`src/rtl/ls_agu_p1.sv`:
```
// rtl/ls_agu_p1.sv - LS address-generation stage: decode, EA add, store lane/byte-enable formatting
// Optional feature macro: LS_MISALIGN_EN (misaligned half/word accesses become NOP with misalign_o=1)
module ls_agu_p1 #(
  parameter int PREG_W = 7,
  parameter int TAG_W  = 6
) (
  input  logic              clk,
  input  logic              reset,
  input  logic [31:0]       instr_i,
  input  logic [PREG_W-1:0] rs1_i,
  input  logic [PREG_W-1:0] rs2_i,
  input  logic [PREG_W-1:0] rd_i,
  input  logic [TAG_W-1:0]  tag_i,
  input  logic              valid_i,
  output logic              ready_i,
  input  logic              flush_i,
  output logic [PREG_W-1:0] addra,
  output logic [PREG_W-1:0] addrb,
  input  logic [31:0]       dataa,
  input  logic [31:0]       datab,
  output logic              valid_o,
  input  logic              ready_o,
  output logic [3:0]        ls_func_o,
  output logic [31:0]       addr_o,
  output logic [31:0]       data_o,
  output logic [3:0]        be_o,
  output logic [PREG_W-1:0] rd_o,
  output logic [TAG_W-1:0]  tag_o,
  output logic              misalign_o
);

  localparam logic [3:0] F_NOP = 4'd0;
  localparam logic [3:0] F_LB  = 4'd1;
  localparam logic [3:0] F_LH  = 4'd2;
  localparam logic [3:0] F_LW  = 4'd3;
  localparam logic [3:0] F_LBU = 4'd4;
  localparam logic [3:0] F_LHU = 4'd5;
  localparam logic [3:0] F_SB  = 4'd6;
  localparam logic [3:0] F_SH  = 4'd7;
  localparam logic [3:0] F_SW  = 4'd8;

  localparam logic [6:0] OP_LOAD  = 7'b0000011;
  localparam logic [6:0] OP_STORE = 7'b0100011;

  // S0 stage
  logic              r_valid0;
  logic [3:0]        r_func0;
  logic [31:0]       r_imm0;
  logic [PREG_W-1:0] r_rd0;
  logic [TAG_W-1:0]  r_tag0;

  // operand hold for a stalled S0
  logic              r_hold_vld;
  logic [31:0]       r_hold_a;
  logic [31:0]       r_hold_b;

  logic w_advance;
  logic w_accept;
  logic [3:0]  w_dec_func;
  logic [31:0] w_dec_imm;
  logic [31:0] w_opa;
  logic [31:0] w_opb;
  logic [31:0] w_addr;
  logic [3:0]  w_func;
  logic [3:0]  w_be;
  logic [31:0] w_data;
  logic        w_mis;
  logic        w_unused_bits;

  // rs1/rs2 fields come from the renamed physical indices, not the raw word
  assign w_unused_bits = ^instr_i[19:15];

  assign addra = rs1_i;
  assign addrb = rs2_i;

  assign w_advance = r_valid0 && (!valid_o || ready_o);
  assign ready_i   = !flush_i && (!r_valid0 || w_advance);
  assign w_accept  = valid_i && ready_i;

  // decode LS function and immediate from the incoming instruction word
  always_comb begin
    w_dec_func = F_NOP;
    w_dec_imm  = {{20{instr_i[31]}}, instr_i[31:20]};
    if (instr_i[6:0] == OP_LOAD) begin
      case (instr_i[14:12])
        3'd0:    w_dec_func = F_LB;
        3'd1:    w_dec_func = F_LH;
        3'd2:    w_dec_func = F_LW;
        3'd4:    w_dec_func = F_LBU;
        3'd5:    w_dec_func = F_LHU;
        default: w_dec_func = F_NOP;
      endcase
    end else if (instr_i[6:0] == OP_STORE) begin
      w_dec_imm = {{20{instr_i[31]}}, instr_i[31:25], instr_i[11:7]};
      case (instr_i[14:12])
        3'd0:    w_dec_func = F_SB;
        3'd1:    w_dec_func = F_SH;
        3'd2:    w_dec_func = F_SW;
        default: w_dec_func = F_NOP;
      endcase
    end
  end

  // effective address, byte enables and store lane replication for the op leaving S0
  always_comb begin
    w_opa  = r_hold_vld ? r_hold_a : dataa;
    w_opb  = r_hold_vld ? r_hold_b : datab;
    w_addr = w_opa + r_imm0;
    w_func = r_func0;
    w_be   = 4'b0000;
    w_data = 32'd0;
    w_mis  = 1'b0;
    case (r_func0)
      F_LB, F_LBU, F_SB: w_be = 4'b0001 << w_addr[1:0];
      F_LH, F_LHU, F_SH: w_be = 4'b0011 << {w_addr[1], 1'b0};
      F_LW, F_SW:        w_be = 4'b1111;
      default:           w_be = 4'b0000;
    endcase
    case (r_func0)
      F_SB:    w_data = {4{w_opb[7:0]}};
      F_SH:    w_data = {2{w_opb[15:0]}};
      F_SW:    w_data = w_opb;
      default: w_data = 32'd0;
    endcase
`ifdef LS_MISALIGN_EN
    if (((r_func0 == F_LH || r_func0 == F_LHU || r_func0 == F_SH) && w_addr[0]) ||
        ((r_func0 == F_LW || r_func0 == F_SW) && (w_addr[1:0] != 2'b00))) begin
      w_mis  = 1'b1;
      w_func = F_NOP;
      w_be   = 4'b0000;
      w_data = 32'd0;
    end
`endif
  end

  // S0 register: flush wins, then a new accept overwrites, else drain on advance
  always_ff @(posedge clk or negedge reset) begin
    if (!reset) begin
      r_valid0 <= 1'b0;
      r_func0  <= F_NOP;
      r_imm0   <= 32'd0;
      r_rd0    <= '0;
      r_tag0   <= '0;
    end else if (flush_i) begin
      r_valid0 <= 1'b0;
    end else if (w_accept) begin
      r_valid0 <= 1'b1;
      r_func0  <= w_dec_func;
      r_imm0   <= w_dec_imm;
      r_rd0    <= rd_i;
      r_tag0   <= tag_i;
    end else if (w_advance) begin
      r_valid0 <= 1'b0;
    end
  end

  // capture regfile data the first cycle a valid S0 op fails to advance
  always_ff @(posedge clk or negedge reset) begin
    if (!reset) begin
      r_hold_vld <= 1'b0;
      r_hold_a   <= 32'd0;
      r_hold_b   <= 32'd0;
    end else if (flush_i || w_advance) begin
      r_hold_vld <= 1'b0;
    end else if (r_valid0 && !r_hold_vld) begin
      r_hold_vld <= 1'b1;
      r_hold_a   <= dataa;
      r_hold_b   <= datab;
    end
  end

  // output packet register: load on advance, drop valid once consumed, hold while stalled
  always_ff @(posedge clk or negedge reset) begin
    if (!reset) begin
      valid_o    <= 1'b0;
      ls_func_o  <= F_NOP;
      addr_o     <= 32'd0;
      data_o     <= 32'd0;
      be_o       <= 4'b0000;
      rd_o       <= '0;
      tag_o      <= '0;
      misalign_o <= 1'b0;
    end else if (flush_i) begin
      valid_o <= 1'b0;
    end else if (w_advance) begin
      valid_o    <= 1'b1;
      ls_func_o  <= w_func;
      addr_o     <= w_addr;
      data_o     <= w_data;
      be_o       <= w_be;
      rd_o       <= r_rd0;
      tag_o      <= r_tag0;
      misalign_o <= w_mis;
    end else if (ready_o) begin
      valid_o <= 1'b0;
    end
  end

endmodule

```
`config.mk`:
```
export PLATFORM = sky130hd
export DESIGN_NAME = ls_agu_p1
export DESIGN_NICKNAME = d
export VERILOG_FILES = /design/src/rtl/ls_agu_p1.sv
export SDC_FILE = /design/constraint.sdc
export NUM_CORES = 1
export LEC_CHECK = 0
export BUFFER_PORTS_ARGS = -buffer_cell sky130_fd_sc_hd__buf_2
export CORE_MARGIN = 2
export CORE_UTILIZATION = 25
export CTS_CLUSTER_SIZE = 30
export DETAILED_ROUTE_END_ITERATION = 6
export PLACE_DENSITY = 0.45
export REMOVE_ABC_BUFFERS = 1
export SETUP_SLACK_MARGIN = 0.1
export SLEW_MARGIN = 20
export SYNTH_ARGS = -nofsm -noshare
export SYNTH_HDL_FRONTEND = slang
export SYNTH_SLANG_ARGS = --single-unit
```
`constraint.sdc`:
```
create_clock -name clk -period 5.91 [get_ports clk]
set_clock_uncertainty 0.05 [all_clocks]
set_input_delay 0 -clock clk [delete_from_list [all_inputs] [get_ports clk]]
set_output_delay 0 -clock clk [all_outputs]
set_load 0.02 [all_outputs]
```
==> results.md <==
* Gates resized, CTS repair at 0
* Distinct cell type count of the synthesized netlist at 58
* Final net count at 1370
* Sinks on the clock net at 181
* DRT antenna net count at 0
* Number of H-tree levels at 4
* CTS buffer count at 17
* TritonCTS clock tree: yes
* Slowest cell on crit path: dfrtp_4
* Row cnt at 71
* Placer Congestion at 0.770
* Worst Tran Pin Value at 982 ps
* Die outline height at 200 um
* Wire length of the first global-routing pass at 43600 um
* Min Clock Period, post-route at 3510 ps
* Starting density of the core at 25.4%
* Setup-failing EPs final at 0
* Layout overhead on the synthesized area at 33.3%
* Post-CTS Setup Repair Bufs at 0
* Crit path required time at 6170 ps
* Post-synthesis cell count at 934
* Number of primary I/O pins at 230
* Most frequent CP cell: a211oi_2
* Mapped Area at 0.00960 mm^2
* Post-synth EDFFs at 0
* Met3 usage at 3.02%
* Total grt overflow at 0
* Cell-by-cell trace of the critical path: mux2_2 -> ha_1 -> a21oi_1 -> o211ai_2 -> nand4_1 -> a211oi_2 -> o31ai_1 -> a211oi_2 -> mux2i_1 -> o311ai_1
* Static leakage at 5.93 nW
* Number of storage elements in the synthesis netlist at 181
* Share of the yosys chip area belonging to registers at 47.2%
* Max Clk Rate at 285 MHz
* Chip width at 200 um
* Total routed wirelength at 27700 um
* Input/output buffers at 195
* Overall Global Routing Usage at 14.2%
* Count of unresolved DRC violations after routing at 0
* Worst-skew pair later-pin latency at 450 ps
* Met2 Usage GRT at 22.7%
* Worst slew slack as a fraction of its limit at 34.5%
* Via-per-instance ratio at 4.54
* Fraction of met1 tracks used by global routing at 19.4%
* Most instantiated flip-flop cell in the synthesis netlist: dfrtp_1
* Element type at the critical path end: register
* Synth warnings at 0
* Worst vdd rail ir drop at 0.197 mV
* Final Util at 33.9%
* Count of max-cap constraint violations at 0
* Worst Hold Margin at 44.6 ps
* Via count of the first global-routing pass at 7846
* Violation count after the first detailed-routing iteration at 266
* Max clock buf depth at 2
* Share of async-settable or async-resettable flops after synthesis at 100%
* Total via count after detailed routing at 7885
* Clock-pin slew of the registers on the worst-case setup and hold paths at 80 ps
* Largest net degree at the start of global routing at 66
* Run status: finished clean
* Power per Cell Area at 293 mW/mm^2
* RSZ-0062 raised after global routing: false
* # hold bufs at CTS at 123
* Class of the most critical hold timing path: primary input to async pin
* Worst Setup Path Type: register to register
* Critical path data arrival time at 3770 ps
* Fraction of layout cells with a size suffix above 1 at 30.0%
* Total power draw at 3.75 mW
* Detail Placement HPWL at 18900 um
* Number of optimization iterations in the first detailed-route pass at 4
* Placeable core region at 0.0378 mm^2
* Layout fillers at 3909
* Crit Path Max Fanout at 28
* Buffer type at the clock tree root: clkbuf_16
* Layer with the highest usage: met2
* Die outline area at 0.0400 mm^2
* Final count of pins violating max slew at 0
* Avg WL per Cell at 16.0 um
* Synthesized area divided by synthesized cell count at 10.3 um^2
* Maximum single-stage delay on the critical path at 710 ps
* Nature of the critical path startpoint: register
* Initial antenna violation count at 2
* Sum of negative setup slack at 0 ps
* Endpoints failing hold at 0
* Share of the cycle needed by the critical path after routing at 59.4%
[cells by family (layout without fill, tap and decap cells)]
logic type,count (synthesis),in the layout,share of synthesized area (%)
xor+xnor,29,29,2.64
flops,181,181,47.2
buf+inv,80,369,3.90
simple gates,250,250,11.1
mux,158,158,18.0
compound gates,203,203,13.0
fa+ha+maj,32,32,4.25
other cells,1,3,0.0391
[critical path, delay by kind of cell (launching register included)]
kind | cells | cell delay [ps]
AOI/OAI and AO/OA | 6 | 1450
DFF | 1 | 710
muxes | 2 | 560
adders and majority gates | 1 | 340
and+or+nand+nor | 1 | 240
[power breakdown]
part / total, mW / switching, mW / internal (mW)
combinational: 1.03 / 0.580 / 0.453
sequential: 1.56 / 0.119 / 1.44
clock: 1.15 / 0.579 / 0.571
total: 3.75 / 1.28 / 2.47
[cell type report]
class | instances | area (um^2) | share of cell area (%)
inverter | 12 | 45.0 | 0.352
antenna | 2 | 5.00 | 0.0391
timing repair buffer | 325 | 2270 | 17.7
sequential | 181 | 4530 | 35.4
tap | 511 | 639 | 4.99
multi-input combinational | 673 | 4740 | 37.0
clock buffer | 18 | 439 | 3.43
clock inverter | 14 | 135 | 1.06
[flip-flops by register name, indices dropped and copies added (netlist names), 4 cells and up]
name and cells:
r_hold_a 32, r_func0 4, r_imm0 12, r_rd0 7, r_tag0 6, data_o 32
ls_func_o 4, rd_o 7, tag_o 6, r_hold_b 32, addr_o 32, be_o 4
[cells in the final DEF, fill, tap and decap left out, types with 4 or more instances in the layout]
| cell | instances |
|---|---|
| a21o_1 | 15 |
| a21oi_1 | 51 |
| and3_1 | 4 |
| buf_2 | 194 |
| buf_4 | 7 |
| clkbuf_16 | 17 |
| dfrtp_1 | 180 |
| dlygate4sd3_1 | 123 |
| ha_1 | 31 |
| inv_1 | 12 |
| inv_8 | 5 |
| mux2_2 | 116 |
| mux2i_1 | 42 |
| nand2_1 | 146 |
| nand2b_1 | 5 |
| nand3_1 | 8 |
| nand4_1 | 11 |
| nor2_1 | 53 |
| nor3_1 | 5 |
| o21a_1 | 11 |
| o21ai_0 | 71 |
| o21ai_1 | 7 |
| o21bai_1 | 4 |
| o221ai_1 | 8 |
| o22ai_1 | 7 |
| xnor2_1 | 22 |
| xor2_1 | 7 |
[final timing paths]
| path | start | endpoint | slack, ps | depth (start not counted) |
|---|---|---|---|---|
| hold / removal | reset | addr_o[16] | 40 | 2 |
| max in group asynchronous | reset | r_hold_b[13] | 4470 | 3 |
| min in group clk | tag_i[0] | r_tag0[0] | 260 | 3 |
| setup reg to reg | r_hold_vld | addr_o[29] | 2400 | 10 |
| setup / recovery | r_hold_vld | addr_o[29] | 2400 | 10 |
| hold reg to reg | r_tag0[5] | tag_o[5] | 410 | 2 |
[Yosys cell counts, drive strengths merged, types with 2 or more instances]
cell	n	area, um^2
a211oi	6	60.1
a21o	15	113
a21oi	52	264
and3	4	25.0
buf	36	209
clkbuf	32	120
dfrtp	181	4530
ha	31	388
inv	12	45.0
mux2	116	1310
mux2i	42	420
nand2	148	556
nand2b	5	31.3
nand3	8	40.0
nand4	11	68.8
nor2	53	199
nor2b	3	18.8
nor3	6	35.0
nor3b	4	30.0
o211ai	4	35.0
o21a	11	82.6
o21ai	80	404
o21bai	4	30.0
o221ai	8	70.1
o22ai	7	43.8
o311ai	2	17.5
o31ai	4	35.0
o41ai	2	17.5
xnor2	22	193
xor2	7	61.3
[per-stage QoR]
step,instance area (um^2),std cells,setup slack (ps)
floorplan,9270,866,1170
global placement,11000,1579,2410
detailed placement,11000,1579,2450
CTS,12800,1734,2400
global route,12800,1735,2220
finish,12800,1736,2400
[routing by layer]
layer	up-vias	share of wire (%)
li1	3835	-
met1	3871	48
met2	161	46
met3	18	4.5
met4	0	1.2
met5	-	0
Note: power is estimated with default switching activity, not from simulation.
